File: config.mk
export PLATFORM = sky130hd
export DESIGN_NAME = seizure_alarm_filter_flat
export DESIGN_NICKNAME = d
export VERILOG_FILES = /design/src/rtl/seizure_alarm_filter_if.sv /design/src/rtl/seizure_alarm_filter.sv /design/src/flat_wrapper.sv
export SDC_FILE = /design/constraint.sdc
export NUM_CORES = 1
export LEC_CHECK = 0
export ABC_AREA = 1
export ABC_CLOCK_PERIOD_IN_PS = 4000
export CAP_MARGIN = 20
export CORE_MARGIN = 5
export CORE_UTILIZATION = 41
export DETAILED_ROUTE_END_ITERATION = 12
export GPL_TIMING_DRIVEN = 1
export HOLD_SLACK_MARGIN = 0.15
export PLACE_DENSITY_LB_ADDON = 0.25
export SETUP_SLACK_MARGIN = 0.15
export SLEW_MARGIN = 5
export SYNTH_ARGS = -nofsm -noshare
export SYNTH_HDL_FRONTEND = slang
export SYNTH_SLANG_ARGS = --single-unit
export TNS_END_PERCENT = 50
File: constraint.sdc
create_clock -name clk -period 4 [get_ports clk]
set_input_delay 0.4 -clock clk [delete_from_list [all_inputs] [get_ports clk]]
set_output_delay 0.4 -clock clk [all_outputs]
set_load 0.05 [all_outputs]
File: src/rtl/seizure_alarm_filter_if.sv
// Host-side bundle for the seizure alarm filter: control/decision inputs and alarm outputs.
interface seizure_alarm_filter_if #(
    parameter int unsigned CNT_W = 16
);
    logic             en;
    logic             seizure;
    logic             sample_valid;
    logic             alarm;
    logic             onset_pulse;
    logic [CNT_W-1:0] event_count;
    logic [1:0]       state_dbg;

    modport master (
        output en, seizure, sample_valid,
        input  alarm, onset_pulse, event_count, state_dbg
    );

    modport slave (
        input  en, seizure, sample_valid,
        output alarm, onset_pulse, event_count, state_dbg
    );
endinterface

File: src/rtl/seizure_alarm_filter.sv
// Debounces raw per-window seizure decisions into a latched alarm:
// M-of-N onset, fixed hold time, then K consecutive negatives to release.
module seizure_alarm_filter #(
    parameter int unsigned WIN_LEN    = 8,
    parameter int unsigned ONSET_CNT  = 6,
    parameter int unsigned HOLD_MIN   = 16,
    parameter int unsigned OFFSET_CNT = 4,
    parameter int unsigned CNT_W      = 16
) (
    input  logic                   clk,
    input  logic                   rst,
    seizure_alarm_filter_if.slave  bus
);
    localparam int unsigned POP_W  = $clog2(WIN_LEN + 1);
    localparam int unsigned HOLD_W = $clog2(HOLD_MIN + 1);
    localparam int unsigned NEG_W  = $clog2(OFFSET_CNT + 1);

    typedef enum logic [1:0] {
        IDLE    = 2'd0,
        HOLD    = 2'd1,
        RELEASE = 2'd2
    } state_e;

    state_e             state_q, state_d;
    logic [WIN_LEN-1:0] hist_q, hist_d;
    logic [HOLD_W-1:0]  hold_cnt_q, hold_cnt_d;
    logic [NEG_W-1:0]   neg_cnt_q, neg_cnt_d;
    logic [CNT_W-1:0]   event_count_q, event_count_d;
    logic               alarm_q, alarm_d;
    logic               onset_pulse_q, onset_pulse_d;

    logic               accept;
    logic [WIN_LEN-1:0] hist_shift;
    logic [POP_W-1:0]   pop_next;

    assign accept     = bus.sample_valid & ~bus.en;
    assign hist_shift = (hist_q << 1) | WIN_LEN'(bus.seizure);

    // Popcount of the history including the current decision.
    always_comb begin
        pop_next = '0;
        for (int i = 0; i < int'(WIN_LEN); i++) begin
            pop_next = pop_next + POP_W'(hist_shift[i]);
        end
    end

    // Next-state, counters and registered-output values.
    always_comb begin
        state_d       = state_q;
        hist_d        = hist_q;
        hold_cnt_d    = hold_cnt_q;
        neg_cnt_d     = neg_cnt_q;
        event_count_d = event_count_q;
        onset_pulse_d = 1'b0;

        if (accept) begin
            hist_d = hist_shift;
            case (state_q)
                IDLE: begin
                    if (pop_next >= POP_W'(ONSET_CNT)) begin
                        state_d       = HOLD;
                        hold_cnt_d    = HOLD_W'(HOLD_MIN - 1);
                        onset_pulse_d = 1'b1;
                        if (event_count_q != {CNT_W{1'b1}}) begin
                            event_count_d = event_count_q + CNT_W'(1);
                        end
                    end
                end
                HOLD: begin
                    if (hold_cnt_q == '0) begin
                        state_d   = RELEASE;
                        neg_cnt_d = '0;
                    end else begin
                        hold_cnt_d = hold_cnt_q - HOLD_W'(1);
                    end
                end
                RELEASE: begin
                    if (bus.seizure) begin
                        neg_cnt_d = '0;
                    end else if (neg_cnt_q == NEG_W'(OFFSET_CNT - 1)) begin
                        state_d   = IDLE;
                        hist_d    = '0;
                        neg_cnt_d = '0;
                    end else begin
                        neg_cnt_d = neg_cnt_q + NEG_W'(1);
                    end
                end
                default: state_d = IDLE;
            endcase
        end

        alarm_d = (state_d != IDLE);
    end

    // State and output registers with synchronous reset.
    always_ff @(posedge clk) begin
        if (rst) begin
            state_q       <= IDLE;
            hist_q        <= '0;
            hold_cnt_q    <= '0;
            neg_cnt_q     <= '0;
            event_count_q <= '0;
            alarm_q       <= 1'b0;
            onset_pulse_q <= 1'b0;
        end else begin
            state_q       <= state_d;
            hist_q        <= hist_d;
            hold_cnt_q    <= hold_cnt_d;
            neg_cnt_q     <= neg_cnt_d;
            event_count_q <= event_count_d;
            alarm_q       <= alarm_d;
            onset_pulse_q <= onset_pulse_d;
        end
    end

    assign bus.alarm       = alarm_q;
    assign bus.onset_pulse = onset_pulse_q;
    assign bus.event_count = event_count_q;
    assign bus.state_dbg   = state_q;
endmodule

File: src/flat_wrapper.sv
// flat-port wrapper written by rule: the top's interface ports become plain ports
module seizure_alarm_filter_flat 
#(
    parameter int unsigned WIN_LEN    = 8,
    parameter int unsigned ONSET_CNT  = 6,
    parameter int unsigned HOLD_MIN   = 16,
    parameter int unsigned OFFSET_CNT = 4,
    parameter int unsigned CNT_W      = 16
)
  (clk, rst, bus_en, bus_seizure, bus_sample_valid, bus_alarm, bus_onset_pulse, bus_event_count, bus_state_dbg);
  seizure_alarm_filter_if #(.CNT_W(CNT_W)) bus_i ();
  input  logic clk;
  input  logic rst;
  input wire logic [$bits(bus_i.en)-1:0] bus_en;
  input wire logic [$bits(bus_i.seizure)-1:0] bus_seizure;
  input wire logic [$bits(bus_i.sample_valid)-1:0] bus_sample_valid;
  output wire logic [$bits(bus_i.alarm)-1:0] bus_alarm;
  output wire logic [$bits(bus_i.onset_pulse)-1:0] bus_onset_pulse;
  output wire logic [$bits(bus_i.event_count)-1:0] bus_event_count;
  output wire logic [$bits(bus_i.state_dbg)-1:0] bus_state_dbg;
  assign bus_i.en = bus_en;
  assign bus_i.seizure = bus_seizure;
  assign bus_i.sample_valid = bus_sample_valid;
  assign bus_alarm = bus_i.alarm;
  assign bus_onset_pulse = bus_i.onset_pulse;
  assign bus_event_count = bus_i.event_count;
  assign bus_state_dbg = bus_i.state_dbg;
  seizure_alarm_filter #(.WIN_LEN(WIN_LEN), .ONSET_CNT(ONSET_CNT), .HOLD_MIN(HOLD_MIN), .OFFSET_CNT(OFFSET_CNT), .CNT_W(CNT_W)) u_core (.clk(clk), .rst(rst), .bus(bus_i));
endmodule
; Yosys cells after proc, flatten, opt, wreduce, memory -nomap -nowiden
; Cells that the tools add are included.
[word_totals]
regBits = 35
latchBits = 0
ramBits = 0
mem_bits_ro = 0
inputBits = 5
out_inout_bits = 20
wordCells = 56
n_memories = 0
[classes]
add_sub_neg = 10
multipliers = 0
div_mod_pow = 0
n_lt_le_gt_ge = 1
n_eq_ne = 7
shifts = 0
muxes = 17
bitwise = 5
reduce_logical = 9
[ops]
columns = operator, n
row1 = $add 4x1->4, 6
row2 = $mux 7, 3
row3 = $add 16x1->16 const B, 1
row4 = $ne 16x16->1 const B, 1
row5 = $mux 2, 5
row6 = $mux 5, 2
row7 = $pmux 5 s2, 1
row8 = $mux 3, 3
row9 = $or 8x1->8, 1
row10 = $reduce_and 4->1, 2
row11 = $pmux 2 s3, 1
row12 = $pmux 3 s2, 1
row13 = $reduce_bool 2->1, 3
row14 = $logic_not 5->1, 1
row15 = $sub 5x1->5 const B, 1
row16 = $ge 4x3->1 const B, 1
row17 = $ne 2x1->1 const B, 2
row18 = $add 3x1->3 const B, 1
row19 = $eq 3x2->1 const B, 1
row20 = $not 1->1, 3
row21 = $reduce_and 3->1, 1
row22 = $reduce_or 3->1, 1
row23 = $add 1x1->2, 1
row24 = $eq 2x1->1 const B, 1
row25 = 5 further kinds, 5

; Logic depth before layout (Yosys ltp)
[depth]
word_depth = 13
depth_mapped = 18
depth_no_buf = 17

; Worst setup path before layout
; No wires, ideal clock.
[synth_path]
path_type = input-to-reg
start = in bus_seizure
end = reg u_core.event_count_q[3], in the netlist u_core.bus.event_count[3]
setup_ns = 0.069
arrival_ns = 3.407
slack_ns = 0.524
cell_stages = 16
path_buffers = 1
cell_sequence = ha_1 inv_1 fa_1 fa_1 inv_1 fa_1 inv_1 fa_1 inv_1 nand2_1 nand2_1 nand2_2 nor2_4 buf_6 nand2_2 a21oi_2
[synth_via]
elab_chain_len = 10
[synth_lines]
columns = element, line_no
row1 = from (decl), flat_wrapper.sv:15  ; input wire logic [$bits(bus_i.seizure)-1:0] bus_seizure;
row2 = $or 8x1->8, seizure_alarm_filter.sv:37  ; assign hist_shift = (hist_q << 1) | WIN_LEN'(bus.seizure);
row3 = $add 1x1->2, seizure_alarm_filter.sv:43  ; pop_next = pop_next + POP_W'(hist_shift[i]);
row4 = $add 4x1->4 (6 in a row), seizure_alarm_filter.sv:43
row5 = $ge 4x3->1, seizure_alarm_filter.sv:60  ; if (pop_next >= POP_W'(ONSET_CNT)) begin
row6 = $reduce_and 4->1 (no line), n/a
row7 = to (signal assigned), seizure_alarm_filter.sv:110  ; event_count_q <= event_count_d;
row8 = to (decl), seizure_alarm_filter.sv:28  ; logic [CNT_W-1:0] event_count_q, event_count_d;
; Every way passes these cells.
; A chain may end at the register's enable or synchronous reset.

; Worst setup path after layout
[layout_path]
start = in bus_seizure
end = reg u_core.hold_cnt_q[4]
[layout_via]
elab_chain_len = 11
[layout_lines]
columns = element, line_no
row1 = $or 8x1->8, seizure_alarm_filter.sv:37
row2 = $add 1x1->2, seizure_alarm_filter.sv:43
row3 = $add 4x1->4 (6 in a row), seizure_alarm_filter.sv:43
row4 = $ge 4x3->1, seizure_alarm_filter.sv:60
row5 = $ne 2x1->1 (no line), n/a
row6 = $reduce_and 4->1 (no line), n/a
row7 = to (signal assigned), seizure_alarm_filter.sv:108  ; hold_cnt_q <= hold_cnt_d;
row8 = to (decl), seizure_alarm_filter.sv:26  ; logic [HOLD_W-1:0] hold_cnt_q, hold_cnt_d;
; Every way passes these cells.

==> load_flow_metrics.sql <==
INSERT INTO impl_metrics (metric_group, metric, value, unit) VALUES
('clocking', 'clock_tree.buffer_depth', '2', ''),
('pwr', 'p_leak', '1.10', 'nW'),
('detailed_routing', 'dr_wl_met3', '151', 'µm'),
('sta', 'timing.final.ws_setup', '0.346', 'ns'),
('detailed_routing', 'top_layer_used', 'met4', ''),
('clocking', 'root_buffer', 'sky130_fd_sc_hd__clkbuf_8', ''),
('grt', 'grt_util_all_layers', '0.161', ''),
('detailed_routing', 'wire_per_inst', '11.4', 'µm'),
('worst_setup_path', 'critical_path.startpoint_type', 'input port', ''),
('clocking', 'insertion_delay', '0.28', 'ns'),
('die', 'initial_core_util', '0.420', ''),
('pwr', 'cellPowerDensity', '314', 'nW/µm²'),
('placed_design', 'pre_cts_slack', '-0.0579', 'ns'),
('sta', 'fin_tns_setup', '0', 'ns'),
('sta', 'relSlewSlack', '0.609', ''),
('clocking', 'cts-hold-fix-buffers', '0', ''),
('clocking', 'tritoncts_clock_tree', 'built', ''),
('pwr', 'total_power', '0.824', 'mW'),
('grt', 'grt_first_pass_wirelength', '8410', 'µm'),
('cells_and_area', 'fin_util', '0.518', ''),
('grt', 'globalRoute.totalOverflow', '0', ''),
('die', 'floorplan.die_area', '6740', 'µm²'),
('clocking', 'tritoncts_num_sinks', '35', ''),
('worst_setup_path', 'endpoint_type_of_the_worst_setup_path', 'flop', ''),
('cells_and_area', 'most_frequent_cells_in_the_layout', 'sky130_fd_sc_hd__nand2_1 (88), sky130_fd_sc_hd__inv_1 (45), sky130_fd_sc_hd__dfxtp_1 (35)', ''),
('placed_design', 'buffer_ports.inserted', '24', ''),
('die', 'boundaryPins', '25', ''),
('synthesis', 'ys_seq_area_frac', '0.329', ''),
('synthesis', 'syn_inst', '314', ''),
('detailed_routing', 'met2_length', '2340', 'µm'),
('die', 'core.rowCount', '26', ''),
('synthesis', 'synthesis.yosys.warnings', '0', ''),
('grt', 'antenna_violations_before_repair', '0', ''),
('sta', 'minimum_hold_slack', '0.477', 'ns'),
('sta', 'grt_setup_unrepaired', 'false', ''),
('worst_setup_path', 'path_class', 'in -> reg', ''),
('detailed_routing', 'drc', '0', ''),
('die', 'die-width', '82.1', 'µm'),
('synthesis', 'synth_fp_nets', '330', ''),
('synthesis', 'ys_types', '24', ''),
('die', 'fp.dieH', '82.1', 'µm'),
('detailed_routing', 'initialDrtViolationCount', '73', ''),
('cells_and_area', 'post_layout_cell_count', '416', ''),
('sta', 'period_needed', '3.65', 'ns'),
('sta', 'timing.final.hold_violations', '0', ''),
('placed_design', 'dp_cells', '408', ''),
('synthesis', 'synth.ff_latch_count', '35', ''),
('worst_setup_path', 'worst-endpoint-arrival', '3.87', 'ns'),
('run_status', 'status', 'finished clean', ''),
('synthesis', 'syn-cell-area', '2130', 'µm²'),
('cells_and_area', 'diodes_inserted', '0', ''),
('detailed_routing', 'routed_wl', '4750', 'µm'),
('detailed_routing', 'wl_met1', '2210', 'µm'),
('grt', 'number_of_global_route_vias_before_repair', '1919', ''),
('cells_and_area', 'layout-drive-gt1-share', '0.113', ''),
('detailed_routing', 'via_count', '1986', ''),
('placed_design', 'postPlaceCellArea', '2490', 'µm²'),
('placed_design', 'gp_congestion', '0.861', ''),
('grt', 'grt_start_max_net_pins', '25', ''),
('synthesis', 'syn_area_per_cell', '6.78', 'µm²'),
('cells_and_area', 'post-route-cell-area', '2630', 'µm²'),
('flow_run', 'maxCapViolations', '0', ''),
('worst_setup_path', 'timing.critical_path.required', '4.21', 'ns'),
('sta', 'clock.fmax', '274', 'MHz'),
('sta', 'finalSetupViolCount', '0', ''),
('clocking', 'number_of_buffers_created_by_cts', '5', ''),
('clocking', 'cts_max_level', '2', ''),
('cells_and_area', 'mostFrequentLayoutCell', 'sky130_fd_sc_hd__nand2_1', ''),
('sta', 'finalCritPeriodShare', '0.914', ''),
('worst_hold_path', 'hold_path_class', 'reg -> reg', ''),
('cells_and_area', 'synthToLayoutAreaGrowth', '23.3', '%'),
('die', 'core-area', '5070', 'µm²'),
('placed_design', 'post-dp-hpwl', '3460', 'µm'),
('sta', 'worst-slew-pin-transition', '0.586', 'ns'),
('clocking', 'clk_pin_slew', '0.07', 'ns'),
('detailed_routing', 'drt-vias-per-instance', '4.77', ''),
('detailed_routing', 'drtAntennaViolNets', '0', ''),
('sta', 'report.final.slew_viol_count', '0', ''),
('sta', 'finClkSkew', '0.00433', 'ns'),
('cells_and_area', 'nNetsFinal', '361', ''),
('worst_setup_path', 'cp_max_fo', '3', ''),
('detailed_routing', 'detail_route.first_pass.iterations', '4', ''),
('pwr', 'vdd_ir_drop_max', '165', 'µV');
==> sequential cells by signal (all words and copies together) (netlist names) <==
signal	cells
u_core.bus.alarm	1
u_core.hold_cnt_q	5
u_core.bus.state_dbg	2
u_core.bus.event_count	16
u_core.neg_cnt_q	3
u_core.bus.onset_pulse	1
u_core.hist_q	7
==> critical path, cell delays in order <==
cell and delay (ns):
sky130_fd_sc_hd__clkdlybuf4s50_1 0.44, sky130_fd_sc_hd__ha_1 0.31, sky130_fd_sc_hd__inv_1 0.07, sky130_fd_sc_hd__fa_1 0.44
sky130_fd_sc_hd__fa_1 0.54, sky130_fd_sc_hd__inv_1 0.06, sky130_fd_sc_hd__fa_2 0.39, sky130_fd_sc_hd__inv_1 0.08
sky130_fd_sc_hd__fa_1 0.40, sky130_fd_sc_hd__inv_1 0.06, sky130_fd_sc_hd__nand2_1 0.08, sky130_fd_sc_hd__buf_4 0.14
sky130_fd_sc_hd__nand3b_1 0.11, sky130_fd_sc_hd__buf_4 0.13, sky130_fd_sc_hd__nand3b_1 0.07, sky130_fd_sc_hd__a21oi_1 0.16
==> final timing paths <==
check,depth (start not counted),startpoint,slack [ns],to
worst max-delay path,16,bus_seizure,0.35,u_core.hold_cnt_q[4]
worst min-delay path,2,u_core.neg_cnt_q[2],0.48,u_core.neg_cnt_q[2]
worst max register to register,15,u_core.hist_q[0],0.59,u_core.hold_cnt_q[4]
worst min register to register,2,u_core.neg_cnt_q[2],0.48,u_core.neg_cnt_q[2]
==> what timing repair did <==
action	CTS	global route
setup endpoints to repair	0	22
buffers inserted	0	0
resized for setup	0	3
==> synthesized netlist by cell type (all sizes together) <==
cell,instances,area share
nand2,99,0.19
inv,45,0.079
dfxtp,35,0.33
nor2,34,0.068
a21oi,28,0.080
nand3,20,0.049
o21ai,9,0.021
nand4,8,0.024
ha,7,0.041
a211oi,4,0.014
clkbuf,4,0.0070
fa,4,0.038
xnor2,4,0.016
buf,3,0.016
nand3b,3,0.011
or2,3,0.0088
nor3,2,0.0047
xor2,2,0.0082
==> cell families (layout without fill, tap and decap cells) <==
family	Yosys count	after routing	synth area share
AND/OR/NAND/NOR	169	169	0.350
adder cells (fa/ha/maj)	11	11	0.0787
buffers and inverters	52	84	0.102
AO/OA/AOI/OAI	41	41	0.115
flip-flops	35	35	0.329
XOR/XNOR	6	6	0.0247
==> final cells by class <==
type / count / area (µm²)
flip-flops and latches: 35 / 701
repair buffers: 31 / 318
inverters: 45 / 169
clock buffers: 6 / 72.6
fillers: 533 / 2450
well taps: 70 / 87.6
clock inverters: 2 / 60.1
multi-input cells: 227 / 1220
==> layer usage <==
layer	global-route usage	vias to the layer above
met1	0.190	905
met4	0.0432	0
met3	0.0417	5
met5	0	-
li1	-	1045
met2	0.284	31
==> power by group <==
group | total, mW | internal (mW) | leakage, nW | switching [mW]
sequential | 0.360 | 0.355 | 0.283 | 0.00481
combinational | 0.0841 | 0.0321 | 0.748 | 0.0520
clock | 0.380 | 0.249 | 0.0654 | 0.131
Power figures use the tool's default switching activity.
